==> config.mk <==
export PLATFORM = sky130hd
export DESIGN_NAME = mtr_duty_slew_flat
export DESIGN_NICKNAME = d
export VERILOG_FILES = /design/src/rtl/mtr_duty_slew_pkg.sv /design/src/rtl/mtr_duty_slew_if.sv /design/src/rtl/mtr_duty_slew_prd_cntr.sv /design/src/rtl/mtr_duty_slew.sv /design/src/flat_wrapper.sv
export SDC_FILE = /design/constraint.sdc
export NUM_CORES = 1
export LEC_CHECK = 0
export ABC_AREA = 1
export BUFFER_PORTS_ARGS = -buffer_cell sky130_fd_sc_hd__buf_2
export CAP_MARGIN = 20
export CORE_UTILIZATION = 25
export DETAILED_ROUTE_END_ITERATION = 8
export GPL_ROUTABILITY_DRIVEN = 1
export SYNTH_ARGS = -nofsm -noshare
export SYNTH_HDL_FRONTEND = slang
export SYNTH_HIERARCHICAL = 1
export SYNTH_SLANG_ARGS = --single-unit
==> constraint.sdc <==
create_clock -name clk -period 2.96 [get_ports clk]
set_clock_uncertainty 0.15 [all_clocks]
set_input_delay 0.296 -clock clk [delete_from_list [all_inputs] [get_ports clk]]
set_output_delay 0.296 -clock clk [all_outputs]
set_load 0.005 [all_outputs]
==> src/rtl/mtr_duty_slew_pkg.sv <==
// mtr_pkg
//   Shared definitions for the motor duty path. The PWM stage and the
//   duty slew block both take the period width from here so their
//   counters can never disagree on the period length.
//   Contents: PRD_W, DUTY_MAX, mtr_state_t, slewToward().
package mtr_pkg;

  localparam int PRD_W = 11;
  localparam logic [PRD_W-1:0] DUTY_MAX = 11'd2047;

  typedef enum logic [1:0] {IDLE, RUN, DEAD} mtr_state_t;

  // Moves cur toward tgt by at most step counts and lands exactly on tgt.
  // The sums carry one extra bit, so an up step past 2047 is clamped
  // instead of wrapping. A down step only subtracts when the result stays
  // at or above tgt, so it can never underflow.
  function automatic logic [PRD_W-1:0] slewToward(
    input logic [PRD_W-1:0] cur,
    input logic [PRD_W-1:0] tgt,
    input logic [PRD_W:0]   step
  );
    logic [PRD_W:0] upSum;
    logic [PRD_W:0] dnLimit;
    upSum   = {1'b0, cur} + step;
    dnLimit = {1'b0, tgt} + step;
    if (cur < tgt) begin
      return (upSum > {1'b0, tgt}) ? tgt : upSum[PRD_W-1:0];
    end else if ({1'b0, cur} >= dnLimit) begin
      return cur - step[PRD_W-1:0];
    end else begin
      return tgt;
    end
  endfunction

endpackage

==> src/rtl/mtr_duty_slew_if.sv <==
// mtr_duty_slew_if
//   Bundle between the balance controller / PWM stage and one
//   mtr_duty_slew instance.
//   master: drives spd, spd_vld, en; observes duty, fwd, rev, prd_tick.
//   slave : the duty slew block itself.
interface mtr_duty_slew_if;
  import mtr_pkg::*;

  logic [11:0]      spd;
  logic             spd_vld;
  logic             en;
  logic [PRD_W-1:0] duty;
  logic             fwd;
  logic             rev;
  logic             prd_tick;

  modport master (
    output spd, spd_vld, en,
    input  duty, fwd, rev, prd_tick
  );

  modport slave (
    input  spd, spd_vld, en,
    output duty, fwd, rev, prd_tick
  );

endinterface

==> src/rtl/mtr_duty_slew_prd_cntr.sv <==
// prd_cntr
//   Free-running 11-bit PWM period counter. It is reset by the same rst_n
//   as the PWM generator, so both counters stay in lockstep.
//   clk    : system clock
//   rst_n  : asynchronous active-low reset
//   o_tick : high for the single cycle in which the count equals 2047
module prd_cntr
  import mtr_pkg::*;
(
  input  logic clk,
  input  logic rst_n,
  output logic o_tick
);

  logic [PRD_W-1:0] r_cnt;

  // The count wraps 2047 -> 0 naturally through its 11-bit width.
  always_ff @(posedge clk or negedge rst_n) begin
    if (!rst_n) begin
      r_cnt <= '0;
    end else begin
      r_cnt <= r_cnt + 1'b1;
    end
  end

  assign o_tick = (r_cnt == DUTY_MAX);

endmodule

==> src/rtl/mtr_duty_slew.sv <==
// mtr_duty_slew
//   Turns a signed speed command into an 11-bit duty plus H-bridge
//   direction enables. Duty changes only at PWM period boundaries and by
//   at most STEP counts per period. A reversal ramps duty down to 0 and
//   then holds both bridge sides off for DEAD_PRDS periods.
//   clk   : system clock
//   rst_n : asynchronous active-low reset
//   bus   : slave side of mtr_duty_slew_if (spd/spd_vld/en in,
//           duty/fwd/rev/prd_tick out)
module mtr_duty_slew #(
  parameter int unsigned STEP      = 64,
  parameter int unsigned DEAD_PRDS = 2
) (
  input logic              clk,
  input logic              rst_n,
  mtr_duty_slew_if.slave   bus
);
  import mtr_pkg::*;

  localparam logic [PRD_W:0] STEP_W = STEP[PRD_W:0];
  localparam logic [3:0]     DEAD_W = DEAD_PRDS[3:0];

  logic             w_prdTick;
  logic [11:0]      w_spdAbs;
  logic [PRD_W-1:0] w_spdMag;

  logic [PRD_W-1:0] r_tgtMag;
  logic             r_tgtDir;

  mtr_state_t       r_state;
  logic [PRD_W-1:0] r_duty;
  logic             r_curDir;
  logic [3:0]       r_deadCnt;
  logic             r_fwd;
  logic             r_rev;

  mtr_state_t       w_stateNxt;
  logic [PRD_W-1:0] w_dutyNxt;
  logic             w_curDirNxt;
  logic [3:0]       w_deadCntNxt;
  logic             w_fwdNxt;
  logic             w_revNxt;

  prd_cntr u_prdCntr (
    .clk    (clk),
    .rst_n  (rst_n),
    .o_tick (w_prdTick)
  );

  // Magnitude of the command. Only -2048 has no positive 12-bit twin;
  // its negation comes back with bit 11 set and is clamped to 2047.
  assign w_spdAbs = bus.spd[11] ? (~bus.spd + 12'd1) : bus.spd;
  assign w_spdMag = w_spdAbs[11] ? DUTY_MAX : w_spdAbs[PRD_W-1:0];

  // Target capture. A zero command means "stop" and keeps the last
  // direction, so it ramps down without triggering a reversal.
  always_ff @(posedge clk or negedge rst_n) begin
    if (!rst_n) begin
      r_tgtMag <= '0;
      r_tgtDir <= 1'b0;
    end else if (bus.spd_vld) begin
      if (bus.spd == 12'd0) begin
        r_tgtMag <= '0;
      end else begin
        r_tgtMag <= w_spdMag;
        r_tgtDir <= bus.spd[11];
      end
    end
  end

  // State register. The duty and the bridge enables are registered here,
  // so the PWM stage always sees clean, glitch-free values.
  always_ff @(posedge clk or negedge rst_n) begin
    if (!rst_n) begin
      r_state   <= IDLE;
      r_duty    <= '0;
      r_curDir  <= 1'b0;
      r_deadCnt <= '0;
      r_fwd     <= 1'b0;
      r_rev     <= 1'b0;
    end else begin
      r_state   <= w_stateNxt;
      r_duty    <= w_dutyNxt;
      r_curDir  <= w_curDirNxt;
      r_deadCnt <= w_deadCntNxt;
      r_fwd     <= w_fwdNxt;
      r_rev     <= w_revNxt;
    end
  end

  // Next-state logic. Everything waits for the period tick except a drop
  // of en, which forces a stop on the very next edge.
  always_comb begin
    w_stateNxt   = r_state;
    w_dutyNxt    = r_duty;
    w_curDirNxt  = r_curDir;
    w_deadCntNxt = r_deadCnt;
    if (!bus.en) begin
      w_stateNxt = IDLE;
      w_dutyNxt  = '0;
    end else begin
      unique case (r_state)
        IDLE: begin
          w_dutyNxt = '0;
          if (w_prdTick) begin
            w_curDirNxt = r_tgtDir;
            w_stateNxt  = RUN;
          end
        end
        RUN: begin
          if (w_prdTick) begin
            if (r_tgtDir == r_curDir) begin
              w_dutyNxt = slewToward(r_duty, r_tgtMag, STEP_W);
            end else if (r_duty == '0) begin
              w_stateNxt   = DEAD;
              w_deadCntNxt = DEAD_W;
            end else begin
              w_dutyNxt = slewToward(r_duty, {PRD_W{1'b0}}, STEP_W);
            end
          end
        end
        DEAD: begin
          w_dutyNxt = '0;
          if (w_prdTick) begin
            w_deadCntNxt = r_deadCnt - 4'd1;
            if (r_deadCnt == 4'd1) begin
              w_curDirNxt = r_tgtDir;
              w_stateNxt  = RUN;
            end
          end
        end
        default: begin
          w_stateNxt = IDLE;
          w_dutyNxt  = '0;
        end
      endcase
    end
  end

  // Bridge enables are decoded from the upcoming state. Only RUN drives
  // one side, so fwd and rev are never high together.
  always_comb begin
    w_fwdNxt = 1'b0;
    w_revNxt = 1'b0;
    if (w_stateNxt == RUN) begin
      w_fwdNxt = ~w_curDirNxt;
      w_revNxt = w_curDirNxt;
    end
  end

  assign bus.duty     = r_duty;
  assign bus.fwd      = r_fwd;
  assign bus.rev      = r_rev;
  assign bus.prd_tick = w_prdTick;

endmodule

==> src/flat_wrapper.sv <==
// flat-port wrapper written by rule: the top's interface ports become plain ports
module mtr_duty_slew_flat import mtr_pkg::*;
#(
  parameter int unsigned STEP      = 64,
  parameter int unsigned DEAD_PRDS = 2
)
  (clk, rst_n, bus_spd, bus_spd_vld, bus_en, bus_duty, bus_fwd, bus_rev, bus_prd_tick);
  mtr_duty_slew_if bus_i ();
  input logic clk;
  input logic rst_n;
  input wire logic [$bits(bus_i.spd)-1:0] bus_spd;
  input wire logic [$bits(bus_i.spd_vld)-1:0] bus_spd_vld;
  input wire logic [$bits(bus_i.en)-1:0] bus_en;
  output wire logic [$bits(bus_i.duty)-1:0] bus_duty;
  output wire logic [$bits(bus_i.fwd)-1:0] bus_fwd;
  output wire logic [$bits(bus_i.rev)-1:0] bus_rev;
  output wire logic [$bits(bus_i.prd_tick)-1:0] bus_prd_tick;
  assign bus_i.spd = bus_spd;
  assign bus_i.spd_vld = bus_spd_vld;
  assign bus_i.en = bus_en;
  assign bus_duty = bus_i.duty;
  assign bus_fwd = bus_i.fwd;
  assign bus_rev = bus_i.rev;
  assign bus_prd_tick = bus_i.prd_tick;
  mtr_duty_slew #(.STEP(STEP), .DEAD_PRDS(DEAD_PRDS)) u_core (.clk(clk), .rst_n(rst_n), .bus(bus_i));
endmodule
==> results.md <==
- Status: finished clean
- Share of cells above drive strength 1: 0.151
- Hold WC Path Type: in2reg
- YS warnings: 6
- Min Clock Period, post-route: approximately 2.6 ns
- I/O Buffers: 29
- Simple-gate share of the synthesized area: 0.348
- Avg Cell Area, Syn: about 7 um^2
- Hold path endpoint: u_core/r_tgtMag[0]$_DFFE_PN0P_
- Commonest cells in the netlist: 137 x nand2_1, 69 x inv_1, 57 x nor2_1, 43 x dfrtp_1, 37 x nand3_1
- Largest family of logic cells by synthesized area: simple AND/OR/NAND/NOR gates
- CP max stage cell: dfrtp_2
- GRT Total Usage: 0.120
- CP arrival: around 2.7 ns
- Max-Cap Viols: 0
- Router iterations before antenna repair: 4
- Reg2Reg Launch Point: u_core/bus.duty[6]$_DFFE_PN0P_
- Max Slew Vio Count: 0
- GPL Wtd Cong: between 0.8 and 0.9
- Post-Syn Nets: 534
- R2r setup slk: between 0.3 and 0.4 ns
- CTS Buf Count: 5
- TritonCTS clock tree: done
- Initial antenna violation count: 0
- Synthesized area: between 3000 and 4000 um^2
- Synth Area in XOR/XNOR: 0.0486
- Half-perimeter wire length after placement: ~6400 um
- Die Wd: around 120 um
- Full die area: ~14000 um^2
- #FFs+latches synth: 43
- CP Class: reg2reg
- Area grow syn2layout: 17.1%
- CP Capture Type: flop
- Predominant post-synthesis flop cell: dfrtp_1
- Leakage power: ~2.1 nW
- CP required: just over 3 ns
- Io pins: 30
- CTS Sinks: 43
- Met3 WL: approximately 260 um
- Setup TNS: 0 ns
- Area contributors post-synth: dfrtp_1 31%, nand2_1 15%, ha_1 11%
- RR Endpoint: u_core/bus.duty[5]$_DFFE_PN0P_
- Fin area: approximately 4000 um^2
- CTS Buffer Depth: 2
- Wl on met1: between 4000 and 5000 um
- First-pass GRT wire length: ~14000 um
- Fmax: approximately 0.38 GHz
- Starting DRC count in detailed routing: roughly 190
- Post-synthesis compound-gate area fraction: 0.0940
- Final #Nets: between 500 and 600
- Multi-input logic area: 2070 um^2
- WL final: 8030 um
- Number of flops mapped to enable cells by yosys: 0
- Clk slew on worst S/H paths: 0.06 ns
- Post-synth top area share: 0.314
- Peak supply drop: 0.203 mV
- Crit-path cells: ha_1, nand2_1, inv_1, nand2_1, o22ai_1, ha_1, inv_1, nor2_1, nand2_1, nor2_1, nand2_1, nand2_2, nand3_1, nand2_1, inv_1, nand2_2, nand2_1, nand2_1
- Sequential area share after synthesis: 0.314
- Post-route ant nets: 0
- Grt total ovfl: 0
- Crit path launch type: flop
- Pin count of the biggest net entering global routing: 44
- Mux share of post-synthesis cell area: 0
- Dpl cell area: about 3800 um^2
- Worst setup margin: 0.312 ns
- Yosys top cell by area: dfrtp_1
- Relative slew margins: 0.687
- Initial Util: 0.257
- Worst Min Path Start: bus_spd[0]
- Via count: about 3.1k
- # rows: 42
- Count of final hold-check violations: 0
- Vias in the first global route: roughly 2.9k
- # H-tree levels: 2
- Vias per cell: roughly 4.4
- RSZ-0062 raised after global routing: no
- Worst Hold Depth: 3
- Highest metal used: met4
- Tcrit/Tclk final: 0.895
- Post-Synth Adder-Cell Area: 0.110
- Routed length on met2: approximately 3600 um
- Largest stage delay, worst path: ~0.47 ns
- Most frequent cell after synthesis: nand2_1
- Antenna Cells: 0
- R2R depth: 18
- WL/cell: ~11 um
- Clk Latency, worst-skew pair: between 0.2 and 0.3 ns
- CTS root buf: clkbuf_16
- Ys async rst share: 1.00
- Crit-path most repeated cell: nand2_1
- Tightest Pin Transition: ~0.47 ns
- Crit Path Max Fanout: 8
- Post-route DRC: 0
- Pre-CTS worst setup slack: ~0.24 ns
- Core area: about 13000 um^2
- Register Area: about 1100 um^2
- Final setup violating endpoints: 0
- Height of the chip: roughly 120 um
- Layout fillers: about 1.5k
- PwrDens: approximately 360 nW/um^2
- WHS: 0.156 ns
- Syn Inst Count: 488
- Post-synthesis cell type count: 33
state kept, by name (all words and copies together) (netlist names):
register	count
u_core/bus.rev	1
u_core/bus.duty	11
u_core/u_prdCntr/r_cnt	11
u_core/r_deadCnt	4
u_core/r_tgtDir	1
u_core/r_curDir	1
u_core/bus.fwd	1
u_core/r_tgtMag	11
u_core/r_state	2
cell type report:
type,instances,area share
Tap cell,176,0.0549
Multi-Input combinational cell,369,0.515
Inverter,72,0.0674
Clock buffer,5,0.0312
Sequential cell,43,0.269
Clock inverter,3,0.00500
Timing Repair Buffer,38,0.0568
metal layers:
layer  vias up  GRT usage
met5         -          0
met4         0     0.0356
met3         9     0.0148
met2        46      0.189
met1      1389      0.169
li1       1632          -
critical path: cells and delay by family, from the launching register on:
family,cells,cell delay (ns)
adders and majority gates,2,0.52
DFF,1,0.47
buffers and inverters,3,0.17
AOI/OAI and AO/OA,1,0.09
and+or+nand+nor,12,1.20
per-stage QoR:
step	total power, mW	cells	utilization
finish	1.44	706	0.301
global route	1.52	706	0.301
CTS	1.46	700	0.296
detailed placement	0.901	692	0.285
global placement	0.899	692	0.285
floorplan	0.819	488	-
how the worst max path moves through the flow:
stage	start	end	slack [ns]	cells past startpoint
after floorplan	u_core/bus.duty[6]$_DFFE_PN0P_	u_core/bus.duty[4]$_DFFE_PN0P_	0.50	16
after global placement	u_core/bus.duty[7]$_DFFE_PN0P_	u_core/bus.duty[4]$_DFFE_PN0P_	0.32	17
after detailed placement	u_core/bus.duty[6]$_DFFE_PN0P_	u_core/bus.duty[2]$_DFFE_PN0P_	0.24	15
after CTS	u_core/bus.duty[6]$_DFFE_PN0P_	u_core/bus.duty[5]$_DFFE_PN0P_	0.23	15
after global routing	u_core/bus.duty[6]$_DFFE_PN0P_	u_core/bus.duty[3]$_DFFE_PN0P_	0.001	18
final	u_core/bus.duty[6]$_DFFE_PN0P_	u_core/bus.duty[5]$_DFFE_PN0P_	0.31	18
cells in the final DEF, fill, tap and decap left out, types with 8 or more instances in the layout:
cell type	Yosys	layout
a21oi_1	17	17
buf_2	1	29
dfrtp_1	43	41
ha_1	30	30
inv_1	69	69
nand2_1	137	137
nand2_2	8	8
nand3_1	37	37
nor2_1	57	56
o21ai_0	20	20
xor2_1	15	15
what timing repair did:
action | CTS | global route
hold endpoints to repair | 0 | 7
gates resized for setup | 0 | 4
buffers inserted | 0 | 4
hold buffers | 0 | 1
setup endpoints to repair | 0 | 8
report_power, final:
group | internal [mW] | total (mW) | switching, mW
sequential | 0.611 | 0.633 | 0.0219
clock | 0.311 | 0.548 | 0.237
combinational | 0.0922 | 0.261 | 0.169
cell families after synthesis:
| logic type | after synthesis |
|---|---|
| DFF | 43 |
| adders and majority gates | 30 |
| and+or+nand+nor | 265 |
| AOI/OAI and AO/OA | 55 |
| buffers and inverters | 76 |
| xor gates and xnor gates | 19 |
Note: power is estimated with default switching activity, not from simulation.
